$ cat config.mk
export PLATFORM = sky130hd
export DESIGN_NAME = phase_timer_sequencer
export DESIGN_NICKNAME = d
export VERILOG_FILES = /design/src/rtl/phase_timer_sequencer_pkg.sv /design/src/rtl/phase_timer_sequencer_phase_max_table.sv /design/src/rtl/phase_timer_sequencer.sv
export SDC_FILE = /design/constraint.sdc
export NUM_CORES = 1
export LEC_CHECK = 0
export CORE_ASPECT_RATIO = 1.5
export CORE_MARGIN = 1
export CORE_UTILIZATION = 55
export CTS_BUF_LIST = sky130_fd_sc_hd__clkbuf_16
export DETAILED_ROUTE_END_ITERATION = 7
export PLACE_DENSITY = 0.9
export REMOVE_ABC_BUFFERS = 1
export SETUP_SLACK_MARGIN = 0.15
export SLEW_MARGIN = 20
export SYNTH_ARGS = -nofsm -noshare
export SYNTH_HDL_FRONTEND = slang
export SYNTH_SLANG_ARGS = --single-unit
$ cat constraint.sdc
create_clock -name clk -period 2.64 [get_ports clk]
set_input_delay 0.264 -clock clk [delete_from_list [all_inputs] [get_ports clk]]
set_output_delay 0.264 -clock clk [all_outputs]
set_load 0.005 [all_outputs]
$ cat src/rtl/phase_timer_sequencer_pkg.sv
// Shared types and default parameter values for the phase timer sequencer.
package phase_timer_sequencer_pkg;

  typedef enum logic {
    ST_IDLE = 1'b0,
    ST_RUN  = 1'b1
  } state_e;

  localparam int unsigned DefaultWidth     = 8;
  localparam int unsigned DefaultNumPhases = 4;
  localparam int unsigned DefaultPw        = 2;
  localparam int unsigned DefaultMax       = 200;

endpackage

$ cat src/rtl/phase_timer_sequencer_phase_max_table.sv
// Per-phase maximum count table: one synchronous write port, combinational read.
module phase_max_table import phase_timer_sequencer_pkg::*; #(
  parameter int unsigned WIDTH       = DefaultWidth,
  parameter int unsigned NUM_PHASES  = DefaultNumPhases,
  parameter int unsigned PW          = DefaultPw,
  parameter int unsigned DEFAULT_MAX = DefaultMax
) (
  input  logic             clk,
  input  logic             RST,
  input  logic             we,
  input  logic [PW-1:0]    waddr,
  input  logic [WIDTH-1:0] wdata,
  input  logic [PW-1:0]    raddr,
  output logic [WIDTH-1:0] rdata
);

  localparam int unsigned IW = (NUM_PHASES > 1) ? $clog2(NUM_PHASES) : 1;

  logic [WIDTH-1:0] mem_q [NUM_PHASES];
  logic             wr_ok;

  // Out-of-range addresses must not alias onto a valid entry.
  assign wr_ok = we && (32'(waddr) < NUM_PHASES);

  always_ff @(posedge clk or negedge RST) begin
    if (!RST) begin
      for (int i = 0; i < int'(NUM_PHASES); i++) begin
        mem_q[i] <= WIDTH'(DEFAULT_MAX);
      end
    end else if (wr_ok) begin
      mem_q[waddr[IW-1:0]] <= wdata;
    end
  end

  assign rdata = mem_q[raddr[IW-1:0]];

endmodule

$ cat src/rtl/phase_timer_sequencer.sv
// Runs one up-counter through a chain of timed phases, each with its own programmable max.
module phase_timer_sequencer import phase_timer_sequencer_pkg::*; #(
  parameter int unsigned WIDTH       = DefaultWidth,
  parameter int unsigned NUM_PHASES  = DefaultNumPhases,
  parameter int unsigned PW          = DefaultPw,
  parameter int unsigned DEFAULT_MAX = DefaultMax
) (
  input  logic             clk,
  input  logic             RST,
  input  logic             start,
  input  logic             abort,
  input  logic             loop_en,
  input  logic             cfg_we,
  input  logic [PW-1:0]    cfg_addr,
  input  logic [WIDTH-1:0] cfg_data,
  output logic             busy,
  output logic [PW-1:0]    phase,
  output logic [WIDTH-1:0] count,
  output logic             phase_tick,
  output logic             done
);

  localparam logic [PW-1:0] LastPhase = PW'(NUM_PHASES - 1);

  state_e           state_q;
  logic [WIDTH-1:0] cur_max;

  phase_max_table #(
    .WIDTH       (WIDTH),
    .NUM_PHASES  (NUM_PHASES),
    .PW          (PW),
    .DEFAULT_MAX (DEFAULT_MAX)
  ) u_table (
    .clk   (clk),
    .RST   (RST),
    .we    (cfg_we),
    .waddr (cfg_addr),
    .wdata (cfg_data),
    .raddr (phase),
    .rdata (cur_max)
  );

  always_ff @(posedge clk or negedge RST) begin
    if (!RST) begin
      state_q    <= ST_IDLE;
      busy       <= 1'b0;
      phase      <= '0;
      count      <= '0;
      phase_tick <= 1'b0;
      done       <= 1'b0;
    end else begin
      phase_tick <= 1'b0;
      done       <= 1'b0;
      case (state_q)
        ST_IDLE: begin
          phase <= '0;
          count <= '0;
          if (start && !abort) begin
            state_q <= ST_RUN;
            busy    <= 1'b1;
          end
        end
        ST_RUN: begin
          if (abort) begin
            state_q <= ST_IDLE;
            busy    <= 1'b0;
            phase   <= '0;
            count   <= '0;
          end else if (count < cur_max) begin
            count <= count + WIDTH'(1);
          end else begin
            // Terminal also covers a max rewritten below the running count.
            count      <= '0;
            phase_tick <= 1'b1;
            if (phase != LastPhase) begin
              phase <= phase + PW'(1);
            end else if (loop_en) begin
              phase <= '0;
            end else begin
              state_q <= ST_IDLE;
              busy    <= 1'b0;
              phase   <= '0;
              done    <= 1'b1;
            end
          end
        end
        default: state_q <= ST_IDLE;
      endcase
    end
  end

endmodule
Word level (Yosys, flattened, before mapping)
Cells that the tools add are included.
- reduce and logical (&&, ||, !) cells: 4
- bitwise gates (word level): 3
- add/sub/neg operators: 2
- multiplexer cells: 33
- $lt $le $gt $ge: 4
- eq/ne operators: 5
- operators by type and width (kind ; count):
    $mux W8 ; 5
    $bwmux W32 ; 1
    $mux W1 ; 18
    $bmux W8 S2 ; 1
    $demux W8 S2 ; 1
    $pmux W8 S2 ; 1
    $ne A3 B3 Y1 const B ; 3
    $add A8 B1 Y8 const B ; 1
    $lt A8 B8 Y1 ; 1
    $ge A3 B3 Y1 const B ; 2
    $mux W2 ; 3
    $not A2 Y3 ; 2
    $ne A2 B2 Y1 const B ; 2
    $pmux W1 S2 ; 2
    $pmux W2 S2 ; 1
    $reduce_and A4 Y1 ; 1
    $lt A3 B1 Y1 const B ; 1
    $add A2 B1 Y2 const B ; 1
    $logic_and A1 B1 Y1 ; 2
    $logic_not A1 Y1 ; 1
    $not A1 Y1 ; 1
- register bits: 46
- word-level logic and storage cells: 61
- output and inout bits: 13
- input port bits: 16

Logic depth before layout (Yosys ltp)
Gate-level depths: netlist (run 1).
- depth in word-level cells: 8
- gate-level depth with buffers: 9
- gate-level depth less buffers: 8

Hierarchy
Synthesis (run 1) repeated with hierarchy kept, for this count alone.
- cells, all modules: 160
- area total of the unflattened synthesis: 2292.2 um^2
- by module, submodules not included (module ; cells each ; area each (um^2) ; sequential area each (um^2) ; instances):
    phase_max_table ; 78 ; 1416.4 ; 815.8 ; 1
    phase_timer_sequencer ; 82 ; 875.8 ; 350.3 ; 1

Worst setup path before layout (run 1)
Ideal clock, no wire load.
- path type: flip-flop to flip-flop
- start: reg phase[0]
- end: reg phase[0]
- data arrival time: 2350 ps
- required time: 2520 ps
- library setup time: 120 ps
- clock period less this slack: 2470 ps
- path slack: 170 ps
- stages on the path, launching flop included: 10
- path buffers: 1
- path through: dfrtp_1 -> buf_6 -> mux4_1 -> inv_1 -> ha_1 -> a21o_1 -> a21o_1 -> a211oi_2 -> a2111oi_1 -> a31o_1
- cells in the longest elaborated chain, start to end: 6
- elaborated cells on any way between the ends: 12
- classes of those cells: add/sub: 1; order compare: 1; eq/ne: 2; mux: 7; bitwise: 1
- RTL lines (what ; line ; RTL):
    start, declared ; phase_timer_sequencer.sv:17 ; output logic [PW-1:0] phase,
    start signal, assigned ; phase_timer_sequencer.sv:76 ; phase <= phase + PW'(1);
    $not A2 Y3 (not written as such) ; phase_timer_sequencer_phase_max_table.sv:35 ; assign rdata = mem_q[raddr[IW-1:0]];
    $bmux W8 S2 ; phase_timer_sequencer_phase_max_table.sv:35 ;
    $mux W8 (not written as such) (2 in series) ; phase_timer_sequencer_phase_max_table.sv:35 ;
    $lt A8 B8 Y1 ; phase_timer_sequencer.sv:69 ; end else if (count < cur_max) begin
    $ne A3 B3 Y1 (no line) ; n/a ;
Several ways; a longest one is shown, not always the timed one. The select of a mux whose other input is x is not followed.
A chain may end at the register's enable or synchronous reset.

Final worst setup path (run 1)
- start: reg phase[0]
- end: reg phase[1]
The elaborated chain is that of the path after synthesis.

==> results_dict.tcl, run 1 <==
set metrics [dict create \
    power.density_cell_area_nw_per_um2 645 \
    wire_per_inst_um 21.5 \
    ys_types 35 \
    grt_start_max_net_pins 47 \
    seq_total_area_yosys_pct 50.6 \
    design.final.nets 230 \
    drt_pre_antenna_iters 4 \
    root_buffer "sky130_fd_sc_hd__clkbuf_16" \
    postSynthCellCount 163 \
    netlist.area_leader.share_pct 36.9 \
    worst-endpoint-required_ns 2.84 \
    route.final.wire_length_um 5400 \
    initial_core_util_pct 57.7 \
    setup_ws_ns 0.151 \
    layout.cells.most_common_list "sky130_fd_sc_hd__dfrtp_1, sky130_fd_sc_hd__mux2_2, sky130_fd_sc_hd__clkdlybuf4s50_1" \
    slew_viol_final 0 \
    synth-async-reset-ratio_pct 100 \
    ys_top_cells_by_area "sky130_fd_sc_hd__dfrtp_1, sky130_fd_sc_hd__mux2_2, sky130_fd_sc_hd__dfstp_2" \
    antenna_violation_net_count_after_detailed_routing 0 \
    finalSetupViolCount 0 \
    gp_weighted_congestion 0.856 \
    post-dp-hpwl_um 3430 \
    critPathCaptureType "flip-flop" \
    critPathArrivalTime_ns 2.69 \
    fillers 255 \
    setup_repair_after_global_routing_missed_its_margin "false" \
    synth-simple-area-share_pct 7.76 \
    drt_iter0_drc 30 \
    startpoint_type "flip-flop" \
    finalCritPeriodShare_pct 94.3 \
    synthDominantAreaCellType "sky130_fd_sc_hd__dfrtp_1" \
    holdBufCountCts 0 \
    irDropWorstVdd_mv 0.854 \
    vias_per_cell 6.29 \
    ios 29 \
    synth-edff-count 0 \
    reg2regPathDepth 10 \
    initial_antenna_violation_count 0 \
    yosys_warnings 0 \
    cts_inserted_buffers 5 \
    worst_skew_pair.late_latency_ns 0.29 \
    timing.critical_path.fanout_max 5 \
    path_delay_family "multiplexers" \
    report.power.total_uw 1890 \
    synth_mux_area_share_pct 25.1 \
    cts_htree_levels 2 \
    remaining_drc_errors 0 \
    failing_checks "negative hold slack" \
    wire_length_of_the_first_global_routing_pass_um 8110 \
    area.growth.synth_to_final_pct 27.3 \
    synth_top_flop_cell "sky130_fd_sc_hd__dfrtp_1" \
    hold_violations 34 \
    groute.usage.overall_pct 26.4 \
    post_synth_xor_area_fraction_pct 2.28 \
    critPathKind "reg2reg" \
    synth_seq_cells 46 \
    static-leakage-power_uw 0.00122 \
    post-route-min-period_ns 2.49 \
    synth_compound_gate_area_share_pct 6.95 \
    grt_pass1_vias 1672 \
    clk_path_buf_depth 2 \
    synth.avg_cell_area_um2 14.1 \
    chipWidth_um 54.9 \
    timing.rr.end "phase[1]" \
    multiInputGateArea_um2 1160 \
    crit_start "phase[0]" \
    worst_case_headroom_to_the_max_slew_limit_pct 54.3 \
    layout_commonest_cell "sky130_fd_sc_hd__dfrtp_1" \
    ff_latch_area_um2 1170 \
    outcome "finished with violations" \
    numClockSinks 46 \
    cts_tree "done" \
    fin_hold_ws_ns -0.0381 \
    synth_top_family_by_area "multiplexers" \
    count_of_buffers_from_port_buffering 28 \
    antenna_diode_instance_count 0 \
    cp_slowest_stage_delay_ns 0.57 \
    clk_pin_slew_ns 0.06 \
    floorplan.rows 28 \
    clock_skew_after_layout_ns 0.00366 \
    die_height_um 81.3 \
    critical_path_buf_inv_count 3 \
    timing.rr.start "phase[0]" \
    min_path_type "in2async" \
    mappedNetlistArea_um2 2310 \
    worst_pin_slew_ns 0.682 \
    critical-path-slowest-cell "sky130_fd_sc_hd__mux4_1" \
    floorplan.core_area_um2 3990 \
    r2r_setup_slack_ns 0.15 \
    floorplan.die_area_um2 4460 \
    post-place-ws_ns -0.0184 \
    via_count 1578 \
    drive_gt1_share_pct 42.7 \
    fmax_mhz 402 \
    drv.max_cap_violation_count 0 \
    global_route.overflow_total 0 \
    cp_cell_sequence "buf_6 -> mux4_1 -> inv_1 -> ha_1 -> a21oi_2 -> nor2_2 -> a211oi_2 -> buf_4 -> nand3_1 -> a21oi_1" \
    yosys.area_share.adder_pct 4.88 \
]
[sequential cells by signal (all words and copies together), names as in the netlist]
| name | count |
|---|---|
| phase | 2 |
| done | 1 |
| busy | 1 |
| phase_tick | 1 |
| u_table.mem_q | 32 |
| count | 8 |
| state_q | 1 |
[layer usage]
metal	vias to the layer above	wire, um	global-route usage (%)	share of wire, %
li1	688	-	-	-
met1	807	1950	27.9	36
met2	60	3000	47.0	55
met3	23	200	5.81	3.7
met4	0	257	12.8	4.8
met5	-	0	0	0
[logic make-up (layout without fill, tap and decap cells)]
group,Yosys count,count (layout)
flip-flops,46,46
multiplexers,42,42
AND/OR/NAND/NOR,33,33
AO/OA/AOI/OAI,16,16
buffers and inverters,11,54
adder cells (fa/ha/maj),9,9
XOR/XNOR,6,6
[timing repair]
item                                    4_1_cts  5_1_grt
endpoints found under the setup margin       13       14
gates resized for setup                       4       19
setup buffers                                 2        3
pin swaps                                     2        6
[how the worst max path moves through the flow]
| stage | end | slack (ns) | cells after the start |
|---|---|---|---|
| floorplan | phase[0] | 0.07 | 8 |
| global placement | phase[0] | 0.15 | 9 |
| detailed placement | phase[0] | -0.02 | 9 |
| CTS | count[6] | 0.15 | 10 |
| global route | phase[1] | 0.07 | 9 |
| finish | phase[1] | 0.15 | 10 |
[stage by stage]
stage / instances / util, % / instance area, um^2 / setup TNS, ns
6_report: 251 / 73.5 / 2940 / 0
5_1_grt: 251 / 73.5 / 2940 / 0
4_1_cts: 248 / 71.3 / 2850 / 0
3_5_place_dp: 238 / 66.2 / 2650 / -0.0184
3_3_place_gp: 238 / 66.2 / 2650 / 0
2_1_floorplan: 161 / - / 2280 / 0
[power breakdown]
group / switching [uW] / internal (uW)
clock network: 261 / 443
logic: 133 / 170
registers: 58.8 / 827
total: 453 / 1440
[cell usage after synthesis (3+ instances only)]
cell	instances
sky130_fd_sc_hd__ha_1	9
sky130_fd_sc_hd__xor2_1	3
sky130_fd_sc_hd__dfstp_2	12
sky130_fd_sc_hd__dfrtp_1	34
sky130_fd_sc_hd__nor2_1	12
sky130_fd_sc_hd__mux2_2	32
sky130_fd_sc_hd__nand3_1	5
sky130_fd_sc_hd__mux4_1	7
sky130_fd_sc_hd__a21oi_1	3
sky130_fd_sc_hd__xnor2_1	3
sky130_fd_sc_hd__inv_1	9
sky130_fd_sc_hd__nand2_1	3
[final cells by class]
type | instances | share of cell area [%]
clock buffers | 5 | 4.26
clock inverters | 3 | 1.41
inverters | 9 | 1.15
multi-input cells | 106 | 39.5
flip-flops and latches | 46 | 39.7
well taps | 45 | 1.92
repair buffers | 37 | 12.0
(Power assumes the default switching activity.)
==> run 2, diff against run 1 <==
--- a/config.mk
+++ b/config.mk
@@ -7,13 +7,15 @@
 export LEC_CHECK = 0
 export CORE_ASPECT_RATIO = 1.5
 export CORE_MARGIN = 1
-export CORE_UTILIZATION = 55
+export CORE_UTILIZATION = 60
 export CTS_BUF_LIST = sky130_fd_sc_hd__clkbuf_16
 export DETAILED_ROUTE_END_ITERATION = 7
-export PLACE_DENSITY = 0.9
+export DONT_BUFFER_PORTS = 1
+export PLACE_DENSITY = 0.87
 export REMOVE_ABC_BUFFERS = 1
 export SETUP_SLACK_MARGIN = 0.15
 export SLEW_MARGIN = 20
 export SYNTH_ARGS = -nofsm -noshare
 export SYNTH_HDL_FRONTEND = slang
+export SYNTH_HIERARCHICAL = 1
 export SYNTH_SLANG_ARGS = --single-unit
==> run 2 against run 1 <==
Net effect: the run now ends clean; global-route usage is 2.8 points lower; routed wire length down 20%; synthesized cell count down 1.8%; clock skew up 0.0040 ns; highest routed layer unchanged; critical path depth decreased by 2; critical endpoint is now count[2]; via count fell by 12%; final area down 11%; die area fell by 8.6%; first-iteration DRC count is 13% lower; utilization decreased by 2.3 points.
==> results_dict.tcl, run 2 <==
set metrics [dict create \
    die_height_um 77.7 \
    worst_pin_slew_ns 0.556 \
    critPathCaptureType "flip-flop" \
    finalSetupViolCount 0 \
    floorplan.rows 27 \
    power.density_cell_area_nw_per_um2 654 \
    reg2regPathDepth 8 \
    yosys_warnings 6 \
    remaining_drc_errors 0 \
    timing.critical_path.fanout_max 8 \
    grtUsageMet3_pct 6.08 \
    setup_total_negative_slack_ns 0 \
    power_switching_uw 388 \
    synth-async-reset-ratio_pct 100 \
    grt_util_met2_pct 39.9 \
    wire_length_of_the_first_global_routing_pass_um 6980 \
    antenna_violation_net_count_after_detailed_routing 0 \
    startpoint_type "flip-flop" \
    worst_skew_pair.late_latency_ns 0.28 \
    synthTopCellsByCount "sky130_fd_sc_hd__dfrtp_1, sky130_fd_sc_hd__mux2_2, sky130_fd_sc_hd__dfstp_2" \
    vias_per_cell 6.35 \
    cts_inserted_buffers 5 \
    hp-start "abort" \
    post-route-min-period_ns 2.43 \
    slew_viol_final 0 \
    switching_share_pct 22.9 \
    setup_repair_after_global_routing_missed_its_margin "false" \
    irDropWorstVdd_mv 0.542 \
    floorplan.die_area_um2 4080 \
    finalCritPeriodShare_pct 92.0 \
    drt_iter0_drc 26 \
    wire_per_inst_um 19.8 \
    layout_commonest_cell "sky130_fd_sc_hd__dfrtp_1" \
    timing.rr.end "count[2]" \
    route.final.wire_length_um 4320 \
    worst_case_headroom_to_the_max_slew_limit_pct 62.9 \
    mappedNetlistArea_um2 2290 \
    hold_violations 0 \
    outcome "completed" \
    layout.cells.most_common_list "sky130_fd_sc_hd__dfrtp_1, sky130_fd_sc_hd__mux2_2, sky130_fd_sc_hd__dfstp_2" \
    ios 29 \
    numPlacedInstances 204 \
    critPathKind "reg2reg" \
    drive_gt1_share_pct 49.1 \
    initial_core_util_pct 62.8 \
    root_buffer "sky130_fd_sc_hd__clkbuf_16" \
    via_count 1385 \
    fmax_mhz 412 \
    global_route.overflow_total 0 \
    register_with_the_most_flip_flops "u_table/mem_q" \
    post-dp-hpwl_um 2970 \
    antenna_diode_instance_count 0 \
    cts_htree_levels 2 \
    timing.rr.start "phase[0]" \
    static-leakage-power_uw 0.00113 \
    crit_start "phase[0]" \
    report.power.total_uw 1700 \
    synthDominantAreaCellType "sky130_fd_sc_hd__dfrtp_1" \
    yosysMostFrequentCell "sky130_fd_sc_hd__dfrtp_1" \
    postSynthCellCount 160 \
    worst-endpoint-required_ns 2.84 \
    gp_weighted_congestion 0.759 \
    worst_hold_path.num_cells 1 \
    fin_hold_ws_ns 0.0470 \
    seq_total_area_yosys_pct 50.9 \
    met1_usage_pct 26.8 \
    min_path_type "in2reg" \
    drv.max_cap_violation_count 0 \
    internal-power_uw 1310 \
    ys_top_cells_by_area "sky130_fd_sc_hd__dfrtp_1, sky130_fd_sc_hd__mux2_2, sky130_fd_sc_hd__dfstp_2" \
    synth.avg_cell_area_um2 14.3 \
    grt_busiest_layer "met2" \
    r2r_setup_slack_ns 0.21 \
    ys_types 34 \
    groute.usage.overall_pct 23.7 \
    grt_pass1_vias 1515 \
    synth-edff-count 0 \
    netlist.area_leader.share_pct 37.1 \
    initial_antenna_violation_count 0 \
    registers_with_the_most_flip_flops "u_table/mem_q x32, count x8, phase x2" \
    floorplan.core_area_um2 3650 \
    critPathArrivalTime_ns 2.62 \
    area.growth.synth_to_final_pct 13.4 \
    count_of_buffers_from_port_buffering 0 \
    combPwrFrac_pct 14.5 \
    finish.cell_count_without_fillers 218 \
    number_of_flip_flops_in_the_largest_register 32 \
    grt_start_max_net_pins 47 \
    clk_pin_slew_ns 0.06 \
    clock_skew_after_layout_ns 0.00765 \
    whs_endpoint "state_q" \
    cts_tree "done" \
    numClockSinks 46 \
    share_clk_of_total_power_pct 33.7 \
    synth_seq_cells 46 \
    share_seq_of_total_power_pct 51.9 \
    drt_pre_antenna_iters 4 \
    chipWidth_um 52.5 \
    synth_top_flop_cell "sky130_fd_sc_hd__dfrtp_1" \
    clk_path_buf_depth 2 \
    design.final.nets 200 \
]
-- run 2: changes by cell type after synthesis, sizes merged, moves of 2 or more --
cell and change:
a211oi -2, nor3 +7, a21oi -4, nand2b +2, buf +2, a31o -2
xor2 +2, and2 +2, xnor2 -2, nor2 -10
-- run 2: cell families after synthesis --
group / count (synthesis) / share of synthesized area, %
mux: 42 / 24.5
buf+inv: 13 / 2.67
simple gates: 35 / 11.0
xor+xnor: 6 / 2.29
compound gates: 9 / 3.82
flops: 46 / 50.9
fa+ha+maj: 9 / 4.91
-- run 2: area by class of cell --
type	instances	area, um^2
sequential	46	1170
multi-input combinational	101	1090
fill	222	1050
clock buffer	5	125
timing repair buffer	12	116
tap	43	53.8
inverter	9	33.8
clock inverter	2	7.51
-- run 2: worst max-delay path: stages, from the launching register on --
cell                      delay, ns
sky130_fd_sc_hd__dfrtp_2       0.48
sky130_fd_sc_hd__mux4_2        0.53
sky130_fd_sc_hd__inv_1         0.07
sky130_fd_sc_hd__ha_1          0.26
sky130_fd_sc_hd__a211o_1       0.34
sky130_fd_sc_hd__a31oi_4       0.20
sky130_fd_sc_hd__o21ai_4       0.12
sky130_fd_sc_hd__buf_6         0.17
sky130_fd_sc_hd__nor3_2        0.16
-- run 2: worst max-delay path by stage --
| stage | to | slack [ns] | cells after the start |
|---|---|---|---|
| 2_1_floorplan | state_q | 0.10 | 7 |
| 3_3_place_gp | count[6] | 0.12 | 8 |
| 3_5_place_dp | count[2] | 0.02 | 8 |
| 4_1_cts | count[2] | 0.18 | 8 |
| 5_1_grt | count[7] | 0.1 | 8 |
| 6_report | count[2] | 0.21 | 8 |
-- run 2: repair_timing --
item | 4_1_cts | 5_1_grt
hold endpoints to repair | 46 | 0
endpoints found under the setup margin | 9 | 9
resized for setup | 1 | 5
pin swaps | 0 | 2
setup buffers | 2 | 3
hold buffers | 2 | 0
-- run 2: metal layers --
metal | vias to the layer above | routed length (um)
met5 | - | 0
met4 | 0 | 92
met3 | 10 | 191
met2 | 42 | 2380
met1 | 720 | 1660
li1 | 613 | -
-- run 2: metrics by stage --
| step | utilization [%] | instance area (um^2) | setup slack [ns] |
|---|---|---|---|
| global placement | 64.6 | 2360 | 0.120 |
| global route | 71.2 | 2600 | 0.0999 |
| floorplan | - | 2260 | 0.101 |
| detailed placement | 64.6 | 2360 | 0.0210 |
| finish | 71.2 | 2600 | 0.212 |
| CTS | 69.7 | 2540 | 0.181 |
-- run 2: power by group through the flow --
stage | sequential [uW] | combinational [uW] | clock (uW)
after floorplan | 869 | 176 | 0
after global placement | 881 | 194 | 0
after detailed placement | 891 | 206 | 0
after CTS | 879 | 227 | 583
after global routing | 892 | 267 | 615
final | 881 | 246 | 572
